$ cat src/rtl/kbd_scan_ctrl.sv
// kbd_scan_ctrl: PS/2 keyboard receiver with make/break tracking and a key-press counter for hex displays.
// Define PARITY_CHK_EN to reject frames whose data+parity bits do not have odd parity.
module kbd_scan_ctrl #(
   parameter int TIMEOUT_CYC = 5000,
   parameter int SYNC_STAGES = 3
) (
   input  logic       clk,
   input  logic       rst,
   input  logic       ps2_clk,
   input  logic       ps2_data,
   output logic [3:0] code_hi,
   output logic [3:0] code_lo,
   output logic [3:0] cnt_hi,
   output logic [3:0] cnt_lo,
   output logic       key_valid,
   output logic       byte_stb,
   output logic       frame_err
);
   localparam int TW = $clog2(TIMEOUT_CYC + 1);
   typedef enum logic [1:0] {IDLE, DATA, PARITY, STOP} state_t;
   state_t state, state_nx;
   logic [SYNC_STAGES-1:0] clk_sync, data_sync;
   logic clk_prev, bit_evt, bit_val, par_ok, tmo_hit;
   logic [7:0] shift, shift_nx, held, cnt;
   logic [2:0] bit_idx, bit_idx_nx;
   logic par, par_nx, stb_nx, err_nx, break_pend, ext_pend, unused;
   logic [TW-1:0] tmo;
   assign bit_evt = clk_prev & ~clk_sync[SYNC_STAGES-1];
   assign bit_val = data_sync[SYNC_STAGES-1];
   assign tmo_hit = (state != IDLE) && (tmo == TW'(TIMEOUT_CYC - 1));
`ifdef PARITY_CHK_EN
   assign par_ok = ^{shift, par};
`else
   assign par_ok = 1'b1;
`endif
   // The E0 prefix only influences flag clearing, so nothing downstream reads it.
   assign unused = ext_pend;
   assign code_hi = key_valid ? held[7:4] : 4'hF;
   assign code_lo = key_valid ? held[3:0] : 4'hF;
   assign cnt_hi = cnt[7:4];
   assign cnt_lo = cnt[3:0];
   always_ff @(posedge clk or posedge rst) begin
      if (rst) begin
         clk_sync  <= '1;
         data_sync <= '1;
         clk_prev  <= 1'b1;
      end else begin
         clk_sync  <= {clk_sync[SYNC_STAGES-2:0], ps2_clk};
         data_sync <= {data_sync[SYNC_STAGES-2:0], ps2_data};
         clk_prev  <= clk_sync[SYNC_STAGES-1];
      end
   end
   // Saturating idle-time counter; a frame is abandoned when it hits the limit.
   always_ff @(posedge clk or posedge rst) begin
      if (rst)
         tmo <= '0;
      else if (bit_evt)
         tmo <= '0;
      else if (tmo != TW'(TIMEOUT_CYC - 1))
         tmo <= tmo + TW'(1);
   end
   always_ff @(posedge clk or posedge rst) begin
      if (rst) begin
         state     <= IDLE;
         shift     <= '0;
         bit_idx   <= '0;
         par       <= 1'b0;
         byte_stb  <= 1'b0;
         frame_err <= 1'b0;
      end else begin
         state     <= state_nx;
         shift     <= shift_nx;
         bit_idx   <= bit_idx_nx;
         par       <= par_nx;
         byte_stb  <= stb_nx;
         frame_err <= err_nx;
      end
   end
   always_comb begin
      state_nx   = state;
      shift_nx   = shift;
      bit_idx_nx = bit_idx;
      par_nx     = par;
      stb_nx     = 1'b0;
      err_nx     = 1'b0;
      if (bit_evt) begin
         case (state)
            IDLE: begin
               state_nx   = bit_val ? IDLE : DATA;
               bit_idx_nx = '0;
            end
            DATA: begin
               shift_nx   = {bit_val, shift[7:1]};
               bit_idx_nx = bit_idx + 3'd1;
               state_nx   = (bit_idx == 3'd7) ? PARITY : DATA;
            end
            PARITY: begin
               par_nx   = bit_val;
               state_nx = STOP;
            end
            STOP: begin
               stb_nx   = bit_val & par_ok;
               err_nx   = ~(bit_val & par_ok);
               state_nx = IDLE;
            end
         endcase
      end else if (tmo_hit) begin
         err_nx   = 1'b1;
         state_nx = IDLE;
      end
   end
   // shift still holds the received byte while byte_stb is high.
   always_ff @(posedge clk or posedge rst) begin
      if (rst) begin
         held       <= 8'hFF;
         cnt        <= '0;
         key_valid  <= 1'b0;
         break_pend <= 1'b0;
         ext_pend   <= 1'b0;
      end else if (byte_stb) begin
         if (shift == 8'hE0)
            ext_pend <= 1'b1;
         else if (shift == 8'hF0)
            break_pend <= 1'b1;
         else if (break_pend) begin
            if (key_valid && shift == held)
               key_valid <= 1'b0;
            break_pend <= 1'b0;
            ext_pend   <= 1'b0;
         end else if (!(key_valid && shift == held)) begin
            held      <= shift;
            key_valid <= 1'b1;
            cnt       <= cnt + 8'd1;
            ext_pend  <= 1'b0;
         end
      end
   end
endmodule

$ cat config.mk
export PLATFORM = sky130hd
export DESIGN_NAME = kbd_scan_ctrl
export DESIGN_NICKNAME = d
export VERILOG_FILES = /design/src/rtl/kbd_scan_ctrl.sv
export SDC_FILE = /design/constraint.sdc
export NUM_CORES = 1
export LEC_CHECK = 0
export CAP_MARGIN = 25
export CORE_ASPECT_RATIO = 0.5
export CORE_MARGIN = 2
export CORE_UTILIZATION = 51
export DETAILED_ROUTE_END_ITERATION = 7
export PLACE_DENSITY = 0.79
export SLEW_MARGIN = 20
export SYNTH_ARGS = -nofsm -noshare
export SYNTH_HDL_FRONTEND = slang
export SYNTH_SLANG_ARGS = --single-unit
$ cat constraint.sdc
create_clock -name clk -period 1.8 [get_ports clk]
set_input_delay 0.18 -clock clk [delete_from_list [all_inputs] [get_ports clk]]
set_output_delay 0.18 -clock clk [all_outputs]
set_load 0.01 [all_outputs]
* Yosys cells after proc, flatten, opt, wreduce, memory -nomap -nowiden
Index checks and enable logic that the tools add are counted.
Widths: inputs -> output; s select.
** Word-level totals
- Flip-flop bits (word level) :: 53
- Memory bits (read-only) :: 0
- Input port bits :: 4
- Memories :: 0
- Latch bits :: 0
- Output and inout port bits :: 19
- Logic and storage cells :: 65
- Memory bits (writable) :: 0
** Cells by class
- $add $sub $neg :: 3
- Reduce and logical (&&, ||, !) cells :: 12
- Shift operators :: 0
- Divide/modulo/power cells :: 0
- Multiply operators :: 0
- Magnitude comparators :: 0
- Equality and inequality tests :: 11
- Bitwise logic cells :: 7
- Multiplexer cells :: 19
** Operators with widths (count)
- $mux 13 :: 2
- $eq 8x8->1 const B :: 2
- $add 13x1->13 const B :: 1
- $eq 13x13->1 const B :: 1
- $ne 13x13->1 const B :: 1
- $mux 1 :: 10
- $reduce_and 5->1 :: 2
- $add 8x1->8 const B :: 1
- $eq 8x8->1 :: 1
- $mux 4 :: 2
- $pmux 2 s4 :: 1
- $reduce_bool 2->1 :: 4
- $mux 2 :: 3
- $not 1->1 :: 6
- $pmux 3 s2 :: 1
- $reduce_and 2->1 :: 3
- $eq 2x2->1 const B :: 2
- $add 3x1->3 const B :: 1
- $eq 3x3->1 const B :: 1
- $eq 2x1->1 const B :: 1
- $logic_and 1x1->1 :: 2
- $logic_not 2->1 :: 1
- $ne 2x1->1 const B :: 1
- $ne 2x2->1 const B :: 1
- $and 1x1->1 :: 1

* Logic depth before layout (Yosys ltp)
- Depth after elaboration :: 4
- Depth in mapped cells :: 9
- Depth with buffers taken out :: 8

* Worst setup path after synthesis
No wires, ideal clock.
- Path type :: reg-to-reg
- Start point :: register held[5]
- End point :: register held[0]
- Clock period less this slack :: 1.963 ns
- Cell stages (with the launch flop) :: 9
- Data required time :: 1.718 ns
- Setup time :: 0.082 ns
- Path slack :: -0.163 ns
- Buffers on the path :: 1
- Data arrival time :: 1.881 ns
- Cells stage by stage :: dfstp_2 -> xor2_1 -> nor4_1 -> nand4_1 -> ha_1 -> nand2_1 -> a41oi_2 -> buf_2 -> mux2_2
** Between the ends
- Cells in the longest elaborated chain, start to end :: 4
** RTL lines
- start: declaration :: line 24 : logic [7:0] shift, shift_nx, held, cnt;
- start signal: assignment :: line 131 : held <= shift;
- $eq 8x8->1 :: line 130 : end else if (!(key_valid && shift == held)) begin
- $logic_and 1x1->1 :: line 130
- $not 1->1 (no line)
- $reduce_and 5->1 (no line)
No other way between the ends.
A chain may end at the register's enable or synchronous reset.

* Worst setup path after layout
- Start point :: register held[5]
- End point :: register key_valid
** Between the ends
- Cells in the longest elaborated chain, start to end :: 4
- Elaborated cells between the ends (all ways) :: 5
- Those cells by class :: eq/ne: 3; reduce/logical: 2
** RTL lines
- $eq 8x8->1 (*) :: line 126, 130
- $logic_and 1x1->1 (*) :: line 126, 130
- $ne 2x1->1 (no line) / $ne 2x2->1 (equally long branches)
- $reduce_and 5->1 (no line) (*)
- end signal: assignment :: line 117 : key_valid <= 1'b0;
- end signal: assignment :: line 127 : key_valid <= 1'b0;
- end signal: assignment :: line 132 : key_valid <= 1'b1;
- end: declaration :: line 15 : output logic key_valid,
Every way passes the cells marked *; elsewhere a longest branch is shown, timed or not.

==> results.json <==
{
  "relSlewSlack_pct": 78.91,
  "hold_class": "input port to asynchronous set/reset pin",
  "h-tree-depth": 2,
  "grt_max_degree": 41,
  "syn-cell-area_mm2": 0.002402,
  "grtUsageMet1_pct": 25.19,
  "end_kind": "flip-flop",
  "postRouteAntennaNets": 0,
  "start_util_pct": 53.78,
  "ir_worst_vdd_mv": 0.4917,
  "post-route-drc-count": 0,
  "cts_sinks": 53,
  "avgRoutedWirePerCell_um": 15.31,
  "worst_slack_ns": -0.2470,
  "drtIter0Drc": 88,
  "crit_path_start_kind": "flip-flop",
  "ys_seq_elements": 53,
  "io_pins": 23,
  "place_ws_ns": -0.1845,
  "grt-ovfl-total": 0,
  "r2r_start": "held[5]",
  "cts.reportedPaths.clkPinSlew_ns": 0.09,
  "hold_viol": 0,
  "critPathKind": "flip-flop to flip-flop",
  "wirelength_mm": 4.715,
  "hold_slack_ns": 0.1333,
  "min_period_over_period_pct": 113.7,
  "clock_skew_ns": 0.009614,
  "post_drt_via_cell_ratio": 5.516,
  "status": "finished with violations",
  "antenna_found_initial": 0,
  "synthCells": 202,
  "finalPower_mw": 3.044,
  "worstPathRequired_ns": 1.99,
  "io_buffers": 22,
  "fmax_mhz": 488.5,
  "grt_pass1_wl_mm": 7.948,
  "violations": "setup timing",
  "gp_congestion": 0.8843,
  "p_leak_nw": 1.347,
  "ff2ff_setup_slack_ns": -0.25,
  "rsz0062_at_grt": "true",
  "synth_top_area_share_pct": 39.58,
  "track_usage_pct": 20.03,
  "dp_hpwl_mm": 3.254,
  "synth_area_leaders": "dfrtp_1 40%, dfstp_2 16%, mux2_2 8.4%",
  "cts_max_path_buffers": 2,
  "via_count": 1699,
  "layout.nets": 259,
  "core_mm2": 0.004467,
  "setup_viol": 17,
  "worstReg2RegEnd": "key_valid",
  "root_buffer": "clkbuf_8",
  "period_minus_slack_ns": 2.047,
  "grtUsageMet2_pct": 34.88,
  "seq_area_frac_synth_pct": 55.99,
  "tritoncts": "done",
  "arrival_ns": 2.24,
  "grt_pass1_vias": 1665,
  "drive_gt1_share_pct": 32.67,
  "n_antenna_cell": 0,
  "critPathMaxFanout": 2,
  "ff2ff_path_depth": 6,
  "fp.dieH_um": 52.53,
  "clock_latency_ns": 0.30,
  "synthDistinctLibCells": 36,
  "grt_util_met3_pct": 5.200,
  "dieWidth_um": 101.1,
  "synth_top_area_cell": "dfrtp_1",
  "numCtsBuffers": 5,
  "avgSynthCellArea_um2": 11.89,
  "die_area_mm2": 0.005309,
  "drtPass1Iterations": 4,
  "areaGrowthSynthToFinish_pct": 30.00,
  "ys_warn_count": 0,
  "drv_slew": 0,
  "grt_busiest_layer": "met2",
  "power_density_mw_per_mm2": 974.8,
  "maxCapViolCount": 0,
  "tightest_slew_ns": 0.3159,
  "num_rows": 17,
  "tns_ns": -3.198,
  "syn-num-nets": 211
}
-- logic make-up (layout without fill, tap and decap cells) --
kind of cell	Yosys count	in the layout	share of synthesized area, %
XOR/XNOR	21	21	7.656
buffers and inverters	11	60	1.823
flip-flops	53	53	55.99
AND/OR/NAND/NOR	70	70	16.98
adder cells (fa/ha/maj)	5	5	2.604
multiplexers	20	20	9.271
AO/OA/AOI/OAI	22	22	5.677
-- area by class of cell --
class	count	area [µm²]
clock buffer	7	86.33
inverter	4	15.01
multi-input combinational	138	1106
sequential	53	1345
timing repair buffer	48	469.2
clock inverter	1	30.03
tap	57	71.32
fill	300	1344
-- Yosys cell counts --
master and number:
a21oi_1 8, a22o_1 1, a41oi_2 1, and2_1 1
and3_1 3, and3b_1 1, and4_1 1, buf_2 2
clkbuf_1 5, dfrtp_1 38, dfstp_2 15, ha_1 5
inv_1 4, mux2_2 18, mux2i_1 2, nand2_1 10
nand2b_1 9, nand3_1 8, nand4_1 8, nor2_1 11
nor2_2 1, nor2b_1 1, nor3_1 6, nor3b_2 1
nor4_1 1, nor4_4 1, o211ai_1 1, o21ai_0 8
o22a_1 1, o31ai_1 2, or3_1 4, or3_2 1
or3_4 1, or4b_4 1, xnor2_1 11, xor2_1 10
-- cell usage in the layout (no fill, tap or decap), types with 2 or more instances in the layout --
cell type        count
clkbuf_8             6
nand2b_1             9
mux2_4               6
a21oi_1              8
or3_1                4
xor2_2               3
dfrtp_1             38
buf_4               22
inv_1                3
o31ai_1              2
nor2_1              11
nand3_1              7
o21ai_0              8
nand4_1              8
buf_12               3
xor2_1               7
nand2_1              9
dlymetal6s2s_1       5
mux2i_1              2
dfstp_2             15
mux2_2              12
and3_1               3
ha_1                 4
nor3_1               5
xnor2_1             11
clkdlybuf4s50_1     17
-- critical path: stages (launching register included) --
cell	delay [ns]
dfstp_2	0.57
xor2_2	0.08
nor4_2	0.28
nand4_1	0.21
ha_4	0.32
and3b_1	0.18
mux2_4	0.29
-- worst max path at each step --
stage,from,depth (start not counted),to,slack (ns)
3_5_place_dp,held[1],8,cnt[1],-0.18
3_3_place_gp,held[2],6,key_valid,-0.12
4_1_cts,held[5],8,cnt[1],-0.22
2_1_floorplan,held[1],8,held[0],-0.06
5_1_grt,held[5],6,key_valid,-0.31
6_report,held[5],6,key_valid,-0.25
-- routing by layer --
metal,share of wire [%],routed length [µm]
met3,4.7,221
met5,0,0
met4,1.0,48
met2,49,2301
met1,45,2143
-- sequential cells by signal (all words and copies together), names as in the netlist --
signal      flops
clk_prev        1
break_pend      1
state           2
frame_err       1
tmo            13
held            8
shift           8
clk_sync        3
byte_stb        1
data_sync       3
bit_idx         3
cnt             8
key_valid       1
-- metrics by stage --
step                      cells  instance area (µm²)  util (%)
after global placement      299                 2905     65.04
final                       308                 3123     69.92
after detailed placement    299                 2905     65.04
after floorplan             202                 2424         -
after global routing        308                 3123     69.92
after CTS                   308                 3079     68.94
-- report_power, final --
| group | total (mW) | switching, mW | internal (mW) |
|---|---|---|---|
| Clock | 0.833 | 0.379 | 0.454 |
| Combinational | 0.731 | 0.363 | 0.367 |
| Sequential | 1.48 | 0.131 | 1.35 |
-- timing repair --
action / CTS / global route
setup buffers: 1 / 0
hold buffers: 0 / 0
pin swaps: 2 / 3
setup endpoints to repair: 17 / 22
gates resized for setup: 11 / 10
No activity file was read; power rests on OpenSTA's default activity.
